`src/rtl/inst_fill_pkg.sv`:
```
// Shared definitions for the instruction-cache line refill engine.
//   fill_state_e : refill FSM states
//   LINE_*       : line geometry (4 x 32-bit words, 16-byte aligned)
//   line_base()  : clears the byte-in-line offset of an address
package inst_fill_pkg;

  typedef enum logic [1:0] {
    IDLE = 2'd0,
    REQ  = 2'd1,
    WAIT = 2'd2,
    DONE = 2'd3
  } fill_state_e;

  localparam int LINE_WORDS = 4;
  localparam int LINE_BITS  = 128;
  localparam int OFFSET_LSB = 2;
  localparam int OFFSET_MSB = 3;
  localparam int LINE_LSB   = 4;

  // Widest address line_base() handles; callers extend/truncate to their width.
  localparam int MAX_ADDR_W = 64;

  // Lines are always fetched in ascending order starting at word 0.
  localparam logic [OFFSET_MSB-OFFSET_LSB:0] START_WORD = '0;

  localparam logic [MAX_ADDR_W-1:0] LINE_MASK =
    ~((MAX_ADDR_W'(1) << LINE_LSB) - MAX_ADDR_W'(1));

  function automatic logic [MAX_ADDR_W-1:0] line_base(input logic [MAX_ADDR_W-1:0] addr);
    return addr & LINE_MASK;
  endfunction

endpackage

```
`src/rtl/inst_line_assembler.sv`:
```
// Line assembly register for the refill engine.
// Ports:
//   Clk   : clock
//   clr   : zero the whole line (start of a new fill or reset)
//   wr_en : write word into lane this cycle
//   lane  : 32-bit lane index 0..3
//   word  : word to write
//   line  : assembled line, word k in bits [32k+31:32k]
module inst_line_assembler
  import inst_fill_pkg::*;
(
  input  logic                 Clk,
  input  logic                 clr,
  input  logic                 wr_en,
  input  logic [1:0]           lane,
  input  logic [31:0]          word,
  output logic [LINE_BITS-1:0] line
);

  logic [LINE_BITS-1:0] line_q;
  logic [LINE_BITS-1:0] line_d;

  always_comb begin
    line_d = line_q;
    if (clr) begin
      line_d = '0;
    end else if (wr_en) begin
      line_d[{lane, 5'b00000} +: 32] = word;
    end
  end

  always_ff @(posedge Clk) begin
    line_q <= line_d;
  end

  assign line = line_q;

endmodule

```
`src/rtl/inst_line_fill.sv`:
```
// Instruction-cache line refill engine. On a miss, reads the 16-byte line
// holding miss_addr from a 32-bit memory one word per request/valid
// handshake, then presents the line to the cache as a one-cycle fill.
// Ports:
//   Clk, Reset_n          : clock, synchronous active-low reset
//   miss, miss_addr       : miss request and faulting byte address (IDLE only)
//   busy                  : engine is not IDLE
//   mem_rd, mem_addr      : one-cycle word read strobe and word address
//   mem_rdata, mem_valid  : read data and its valid
//   fill_valid            : one-cycle pulse, fill_addr/fill_data valid
//   fill_addr, fill_data  : line base address and line; held until next fill
//   fill_err              : line abandoned on memory timeout
// Build option:
//   INST_FILL_TIMEOUT_EN  : abandon the line after MAX_WAIT stalled WAIT
//                           cycles and pulse fill_err; otherwise WAIT stalls
//                           indefinitely and fill_err is 0.
module inst_line_fill
  import inst_fill_pkg::*;
#(
  parameter int ADDR_W   = 32,
  parameter int MAX_WAIT = 255
) (
  input  logic                 Clk,
  input  logic                 Reset_n,
  input  logic                 miss,
  input  logic [ADDR_W-1:0]    miss_addr,
  output logic                 busy,
  output logic                 mem_rd,
  output logic [ADDR_W-1:0]    mem_addr,
  input  logic [31:0]          mem_rdata,
  input  logic                 mem_valid,
  output logic                 fill_valid,
  output logic [ADDR_W-1:0]    fill_addr,
  output logic [LINE_BITS-1:0] fill_data,
  output logic                 fill_err
);

  localparam logic [1:0] LAST_BEAT = 2'(LINE_WORDS - 1);

  fill_state_e          state_q, state_d;
  logic [ADDR_W-1:0]    base_q, base_d;
  logic [1:0]           beat_q, beat_d;
  logic [ADDR_W-1:0]    fill_addr_q;
  logic [LINE_BITS-1:0] fill_data_q;
  logic [OFFSET_MSB-OFFSET_LSB:0] lane_w;
  logic                 asm_clr;
  logic                 asm_wr;
  logic [LINE_BITS-1:0] line_w;
  logic                 abort_w;

`ifdef INST_FILL_TIMEOUT_EN
  localparam int WCNT_W = (MAX_WAIT < 2) ? 1 : $clog2(MAX_WAIT);

  logic [WCNT_W-1:0] wait_cnt_q, wait_cnt_d;
  logic              abort_q, abort_d;

  assign abort_w = abort_q;
`else
  localparam int unused_max_wait = MAX_WAIT;

  assign abort_w = 1'b0;
`endif

  // Lane index wraps mod 4 with the 2-bit beat counter.
  assign lane_w = START_WORD + beat_q;

  always_comb begin
    state_d = state_q;
    base_d  = base_q;
    beat_d  = beat_q;
    asm_clr = 1'b0;
    asm_wr  = 1'b0;
`ifdef INST_FILL_TIMEOUT_EN
    wait_cnt_d = wait_cnt_q;
    abort_d    = abort_q;
`endif
    case (state_q)
      IDLE: begin
        beat_d = '0;
`ifdef INST_FILL_TIMEOUT_EN
        abort_d = 1'b0;
`endif
        if (miss) begin
          base_d  = ADDR_W'(line_base(MAX_ADDR_W'(miss_addr)));
          asm_clr = 1'b1;
          state_d = REQ;
        end
      end
      REQ: begin
`ifdef INST_FILL_TIMEOUT_EN
        wait_cnt_d = '0;
`endif
        state_d = WAIT;
      end
      WAIT: begin
        if (mem_valid) begin
          asm_wr = 1'b1;
          if (beat_q == LAST_BEAT) begin
            state_d = DONE;
          end else begin
            beat_d  = beat_q + 2'd1;
            state_d = REQ;
          end
        end
`ifdef INST_FILL_TIMEOUT_EN
        // This stalled cycle is the MAX_WAIT-th: give up on the line.
        else if (wait_cnt_q == WCNT_W'(MAX_WAIT - 1)) begin
          abort_d = 1'b1;
          state_d = DONE;
        end else begin
          wait_cnt_d = wait_cnt_q + WCNT_W'(1);
        end
`endif
      end
      DONE: begin
`ifdef INST_FILL_TIMEOUT_EN
        abort_d = 1'b0;
`endif
        state_d = IDLE;
      end
      default: state_d = IDLE;
    endcase
    // Reset also drops any partially assembled line.
    if (!Reset_n) begin
      asm_clr = 1'b1;
    end
  end

  always_ff @(posedge Clk) begin
    if (!Reset_n) begin
      state_q     <= IDLE;
      base_q      <= '0;
      beat_q      <= '0;
      fill_addr_q <= '0;
      fill_data_q <= '0;
    end else begin
      state_q <= state_d;
      base_q  <= base_d;
      beat_q  <= beat_d;
      if (fill_valid) begin
        fill_addr_q <= base_q;
        fill_data_q <= line_w;
      end
    end
  end

`ifdef INST_FILL_TIMEOUT_EN
  always_ff @(posedge Clk) begin
    if (!Reset_n) begin
      wait_cnt_q <= '0;
      abort_q    <= 1'b0;
    end else begin
      wait_cnt_q <= wait_cnt_d;
      abort_q    <= abort_d;
    end
  end
`endif

  inst_line_assembler u_asm (
    .Clk   (Clk),
    .clr   (asm_clr),
    .wr_en (asm_wr),
    .lane  (lane_w),
    .word  (mem_rdata),
    .line  (line_w)
  );

  assign busy       = (state_q != IDLE);
  assign mem_rd     = (state_q == REQ);
  assign mem_addr   = mem_rd ? {base_q[ADDR_W-1:LINE_LSB], lane_w, 2'b00} : '0;
  assign fill_valid = (state_q == DONE) && !abort_w;
  assign fill_err   = (state_q == DONE) && abort_w;
  // The fill cycle shows the live line; afterwards the captured copy holds,
  // so an abandoned or in-progress line never disturbs the last good fill.
  assign fill_addr  = fill_valid ? base_q : fill_addr_q;
  assign fill_data  = fill_valid ? line_w : fill_data_q;

endmodule

```
`config.mk`:
```
export PLATFORM = sky130hd
export DESIGN_NAME = inst_line_fill
export DESIGN_NICKNAME = d
export VERILOG_FILES = /design/src/rtl/inst_fill_pkg.sv /design/src/rtl/inst_line_assembler.sv /design/src/rtl/inst_line_fill.sv
export SDC_FILE = /design/constraint.sdc
export NUM_CORES = 1
export LEC_CHECK = 0
export CORE_MARGIN = 4
export CORE_UTILIZATION = 50
export DETAILED_ROUTE_END_ITERATION = 8
export HOLD_SLACK_MARGIN = 0.03
export PLACE_DENSITY = 0.84
export SLEW_MARGIN = 20
export SYNTH_ARGS = -nofsm -noshare
export SYNTH_HDL_FRONTEND = slang
export SYNTH_SLANG_ARGS = --single-unit
```
`constraint.sdc`:
```
create_clock -name Clk -period 4.6 [get_ports Clk]
set_input_delay 0.92 -clock Clk [delete_from_list [all_inputs] [get_ports Clk]]
set_output_delay 0.92 -clock Clk [all_outputs]
set_load 0.03 [all_outputs]
```
==> results of run 1 <==
==> cell type report <==
type                            count  share of cell area (%)
Clock buffer                       53                   6.202
Inverter                            4                 0.08913
Multi-Input combinational cell    862                   35.99
Clock inverter                      9                  0.8022
Sequential cell                   320                   38.03
Antenna cell                        1                 0.01486
Timing Repair Buffer              277                   16.38
Tap cell                          335                   2.488
==> power breakdown <==
group	internal, mW	switching [mW]	total [mW]	leakage, nW
logic	0.114	0.188	0.302	3.53
clock network	1.74	1.10	2.84	0.581
registers	2.79	0.0154	2.81	2.58
total	4.65	1.30	5.95	6.70
==> stage by stage <==
stage / util, % / hold slack [ns] / setup WS (ns) / std cells / power [mW]
finish: 64.83 / 0.4488 / 0.6275 / 1861 / 5.947
global route: 64.83 / 0.4638 / 0.5379 / 1861 / 6.128
CTS: 64.77 / 0.4527 / 0.6197 / 1859 / 5.995
detailed placement: 60.23 / 0.4437 / 1.190 / 1797 / 3.168
global placement: 60.23 / 0.4376 / 1.212 / 1797 / 3.164
floorplan: - / 0.4288 / 2.208 / 1297 / 3.055
==> cells in the final DEF (no fill, tap or decap), drive strengths merged, types with 4 or more instances in the layout <==
master         synthesis  layout
and2                 190     190
clkbuf                28      53
buf                   83      22
dfxtp                320     320
and4b                  4       4
nand4b                 4       4
mux2                 156     156
clkdlybuf4s50          0     255
ha                     6       6
nand2                188     188
and3                   4       4
a21oi                157     157
nand3                132     132
clkinv                 0       5
inv                    4       5
==> kinds of logic (layout without fill, tap and decap cells) <==
kind of cell    Yosys count  in the layout  share of synthesized area (%)
other cells               1              4                        0.02842
buf+inv                 115            343                          5.890
flops                   320            320                          48.56
compound gates          159            159                          6.051
mux                     157            157                          17.66
simple gates            537            537                          21.24
fa+ha+maj                 6              6                         0.5690
==> registers in the layout, summed over array words and instances, names as in the netlist <==
signal,cells
fill_data_q,128
u_asm.line,128
fill_addr_q,32
base_q,28
beat_q,2
state_q,2
==> worst max-delay path, delay by kind of cell (launching register included) <==
kind	cells	cell delay (ns)
multiplexers	1	0.34
AND/OR/NAND/NOR	1	0.58
flip-flops	1	0.30
buffers and inverters	3	1.20
==> final timing paths <==
check,endpoint,slack [ns],cells after the start,start
worst min-delay path,u_asm.line[55]$_SDFFE_PP0P_,0.45,2,u_asm.line[55]$_SDFFE_PP0P_
worst max-delay path,fill_data[23],0.63,5,state_q[0]$_SDFFE_PN0P_
worst min register to register,u_asm.line[55]$_SDFFE_PP0P_,0.45,2,u_asm.line[55]$_SDFFE_PP0P_
worst max register to register,u_asm.line[126]$_SDFFE_PP0P_,1.73,5,beat_q[0]$_SDFFE_PN0P_
==> layer usage <==
layer	global-route usage, %	vias to the layer above
li1	-	4724
met1	28.98	4729
met2	36.37	382
met3	7.038	66
met4	7.847	0
met5	0	-
==> summary.md, run 1 <==
| Metric | Value |
|---|---|
| Crit Path Max Fanout | 76 |
| Hold Buf Count CTS | 0 |
| Nets | 1574 |
| Vias | 9901 |
| Post-synth EDFFs | 0 |
| Initial antenna violation count | 1 |
| DR vias/cell | 5.320 |
| Die span in y | 170.4 um |
| Max Fclk | 251.7 MHz |
| Area Overhead vs Synth | 27.68% |
| Buffers added on ports | 256 |
| Pwr/cell area | 353.0 mW/mm2 |
| Metal3 WL | 3062 um |
| Final setup vio count | 0 |
| Top cell type's share of synthesized area | 48.56% |
| Final Hold Fails | 0 |
| Drt wl/cell | 18.26 um |
| Most frequent CP cell | buf_4 |
| DRT iter0 DRCs | 597 |
| GRT overflow | 0 |
| Met1 Wirelength | 14220 um |
| First-pass DRT Iterations | 5 |
| Post-CTS Setup Bufs | 0 |
| Register area share after synthesis | 48.56% |
| Worst rel slew slack | 27.27% |
| Share of cells above drive strength 1 | 15.87% |
| CP cell instances | buf_4 > nand2_8 > buf_4 > mux2_4 > clkdlybuf4s50_1 |
| Top Metal Used | met4 |
| Met2 routed WL | 15700 um |
| Total Routing Usage GR | 22.63% |
| Post-DP Area | 0.01565 mm2 |
| Worst-Margin Slew | 1.090 ns |
| HPWL Detailed | 22490 um |
| Mean post-synth cell area | 10.19 um2 |
| Multi-input gate area | 0.006063 mm2 |
| CP required | 3.68 ns |
| Largest net degree at the start of global routing | 113 |
| Clock buffer depth | 3 |
| YS warnings | 0 |
| # fillers | 1975 |
| WL final | 33990 um |
| Final Cell Area | 0.01684 mm2 |
| Synth area leader | dfxtp_1 |
| CTS H-tree depth | 2 |
| Kind of end point of the critical path | primary output |
| Clk_skew | 0.02466 ns |
| Clock root cell | clkbuf_16 |
| Asr flop ratio synth | 0% |
| CP max-delay cell | clkdlybuf4s50_1 |
| CTS Buf Count | 35 |
| Initial Util | 50.77% |
| Area of the core | 0.02598 mm2 |
| Max-cap violation count | 0 |
| Crit path kind | flip-flop to primary output |
| Worst-path clk slew | 0.06 ns |
| Post-Synthesis Cells | 1295 |
| Worst-skew pair later-pin latency | 0.51 ns |
| Post-synth top cells | 320 x dfxtp_1, 190 x and2_1, 187 x nand2_1 |
| Vias in the first global route | 10029 |
| Synth Register Bits | 320 |
| HP Class | flip-flop to flip-flop |
| Mapped Area | 0.01319 mm2 |
| Die X | 170.4 um |
| Reg area | 0.006406 mm2 |
| # DRC | 0 |
| Min Tclk post-route | 3.972 ns |
| CTS sink count | 320 |
| CTS tree | built |
| Peak supply drop | 0.3590 mV |
| Cts repair resizes | 0 |
| Max incr delay on CP | 0.62 ns |
| Antenna Nets Post-Route | 0 |
| Number of placed I/O pins | 264 |
| Status | finished, final reports clean |
| Leakage power | 6.697 nW |
| Final TNS setup | 0 ns |
| Synth top area cells | dfxtp_1 49%, mux2_4 17%, and2_1 9.0%, a21oi_1 6.0%, nand2_1 5.3% |
| Worst Setup Start Kind | flip-flop |
| Pins Over Slew Limit | 0 |
| Routability cong. | 0.8027 |
| Most common cell in the netlist | dfxtp_1 |
| Critical path arrival | 3.05 ns |
| FP Rows | 59 |
| Post-synthesis cell type count | 34 |
| Die Area | 0.02905 mm2 |
| RSZ-0062 raised after global routing | false |
| Top FF cell, synth | dfxtp_1 |
| Part of the cycle the worst path needs | 86.36% |
| First-pass GRT wire length | 53500 um |
(Power assumes the default switching activity.)
==> run 2, diff against run 1 <==
- CORE_UTILIZATION: 50 -> 42
- PLACE_DENSITY: 0.84 -> 0.73
==> run 2 against run 1 <==
Compared with the run above: clock power down 3%; sequential share of layout area down 0.13 points; register-to-register slack better by 0.12 ns; setup slack worse by 0.087 ns; count of clock-buffer cells in the layout down 1; critical endpoint is now fill_data[32]; first-iteration DRC count down 2.7%; critical path type unchanged; hold slack better by 0.00092 ns; flip-flop and latch count unchanged; routed wire length up 2.6%; clock skew up 0.0022 ns; global-route usage down 2.9 points; largest power group is now registers.
==> summary.md, run 2 (synthesized netlist as in run 1, its figures left out) <==
| Metric | Value |
|---|---|
| Placed Cells | 1861 |
| Clock buffer depth | 3 |
| RSZ-0062 raised after global routing | false |
| Antenna Nets Post-Route | 0 |
| DRT iter0 DRCs | 581 |
| Drt wl/cell | 18.12 um |
| Pins Over Slew Limit | 0 |
| Die X | 185.2 um |
| Part of the cycle the worst path needs | 88.24% |
| Final setup vio count | 0 |
| Overall Power | 5.868 mW |
| Max Fclk | 246.4 MHz |
| Peak supply drop | 0.2695 mV |
| Final Hold Fails | 0 |
| Area of the core | 0.03075 mm2 |
| HPWL Detailed | 23190 um |
| Pwr/cell area | 347.1 mW/mm2 |
| Final TNS setup | 0 ns |
| Routability cong. | 0.7939 |
| Most common cell after layout, fill and taps aside | dfxtp_1 |
| Critical path arrival | 3.14 ns |
| Commonest non-fill, non-tap cells in the layout | 320 x dfxtp_1, 255 x clkdlybuf4s50_1, 190 x and2_1 |
| Min Tclk post-route | 4.059 ns |
| FP Rows | 64 |
| DR vias/cell | 5.109 |
| Max-cap violation count | 0 |
| Post-CTS Setup Bufs | 0 |
| Pre-CTS setup slack | 1.040 ns |
| Crit path setup slack, layout | 0.5408 ns |
| # DRC | 0 |
| Status | finished, final reports clean |
| Cts repair resizes | 0 |
| CTS tree | built |
| Worst-skew pair later-pin latency | 0.52 ns |
| Clk_skew | 0.02688 ns |
| Grt met2 use | 31.18% |
| Nets | 1577 |
| Vias in the first global route | 9938 |
| Crit path kind | flip-flop to primary output |
| CTS H-tree depth | 2 |
| Hold Buf Count CTS | 0 |
| Worst Setup Start Kind | flip-flop |
| CTS sink count | 320 |
| Crit Path Max Fanout | 50 |
| Buffers added on ports | 256 |
| Met1 Use GR | 26.31% |
| Share of cells above drive strength 1 | 15.96% |
| WL final | 34880 um |
| Final non-filler cell total | 1925 |
| Vias | 9835 |
| Worst-Margin Slew | 1.022 ns |
| CTS Buf Count | 36 |
| Initial antenna violation count | 0 |
| Worst-path clk slew | 0.06 ns |
| Antenna cells | 0 |
| Die span in y | 185.2 um |
| First-pass GRT wire length | 55080 um |
| Kind of end point of the critical path | primary output |
| HP Class | flip-flop to flip-flop |
| Leakage power | 6.685 nW |
| Number of placed I/O pins | 264 |
| Worst rel slew slack | 31.46% |
| Layer with the highest usage | met2 |
| Initial Util | 42.90% |
| Total Routing Usage GR | 19.74% |
| Clock root cell | clkbuf_16 |
| CP required | 3.68 ns |
| Grt met3 use | 6.088% |
| GRT overflow | 0 |
| First-pass DRT Iterations | 5 |
| Area Overhead vs Synth | 28.13% |
| Die Area | 0.03431 mm2 |
| Largest net degree at the start of global routing | 88 |
==> run 2: changes by cell type in the layout (fill, tap and decap cells not counted), sizes merged <==
cell    delta
clkbuf     -1
bufinv     -2
clkinv     +4
buf        +2
diode      -1
inv        +1
==> run 2: critical path, stage by stage, from the launching register on <==
cell and delay [ns]:
dfxtp_1 0.79, nand2_8 0.47, buf_4 0.41, mux2_4 0.33, clkdlybuf4s50_1 0.60
==> run 2: metal layers <==
layer  vias up  wire (um)
met1      4692      15470
met5         -          0
met3        64       2943
met2       339      15690
met4         0        773
li1       4740          -
==> run 2: final cells by class <==
class                      count  area, um2
fill                        2669      13850
tap                          396      495.5
inverter                       4      15.01
timing repair buffer         279       2790
sequential                   320       6406
multi-input combinational    862       6072
clock buffer                  52       1022
clock inverter                12      102.6
==> run 2: metrics by stage <==
step	instance area [um2]	hold WS, ns	util (%)
floorplan	13200	0.4288	-
global placement	15750	0.4373	51.23
detailed placement	15770	0.4455	51.28
CTS	16890	0.4508	54.94
global route	16900	0.4648	54.97
finish	16900	0.4497	54.97
==> run 2: power by group <==
part           leakage (nW)  switching (mW)  total (mW)  internal, mW
registers              2.58          0.0193        2.81          2.79
logic                  3.55           0.189       0.305         0.117
clock network         0.558            1.14        2.75          1.61
==> run 2: path summary, 6_finish.rpt <==
kind / start / end / slack, ns / cells past startpoint
max: state_q[0]$_SDFFE_PN0P_ / fill_data[32] / 0.54 / 4
min: u_asm.line[18]$_SDFFE_PP0P_ / u_asm.line[18]$_SDFFE_PP0P_ / 0.45 / 2
max reg2reg: beat_q[0]$_SDFFE_PN0P_ / u_asm.line[45]$_SDFFE_PP0P_ / 1.85 / 5
min reg2reg: u_asm.line[18]$_SDFFE_PP0P_ / u_asm.line[18]$_SDFFE_PP0P_ / 0.45 / 2
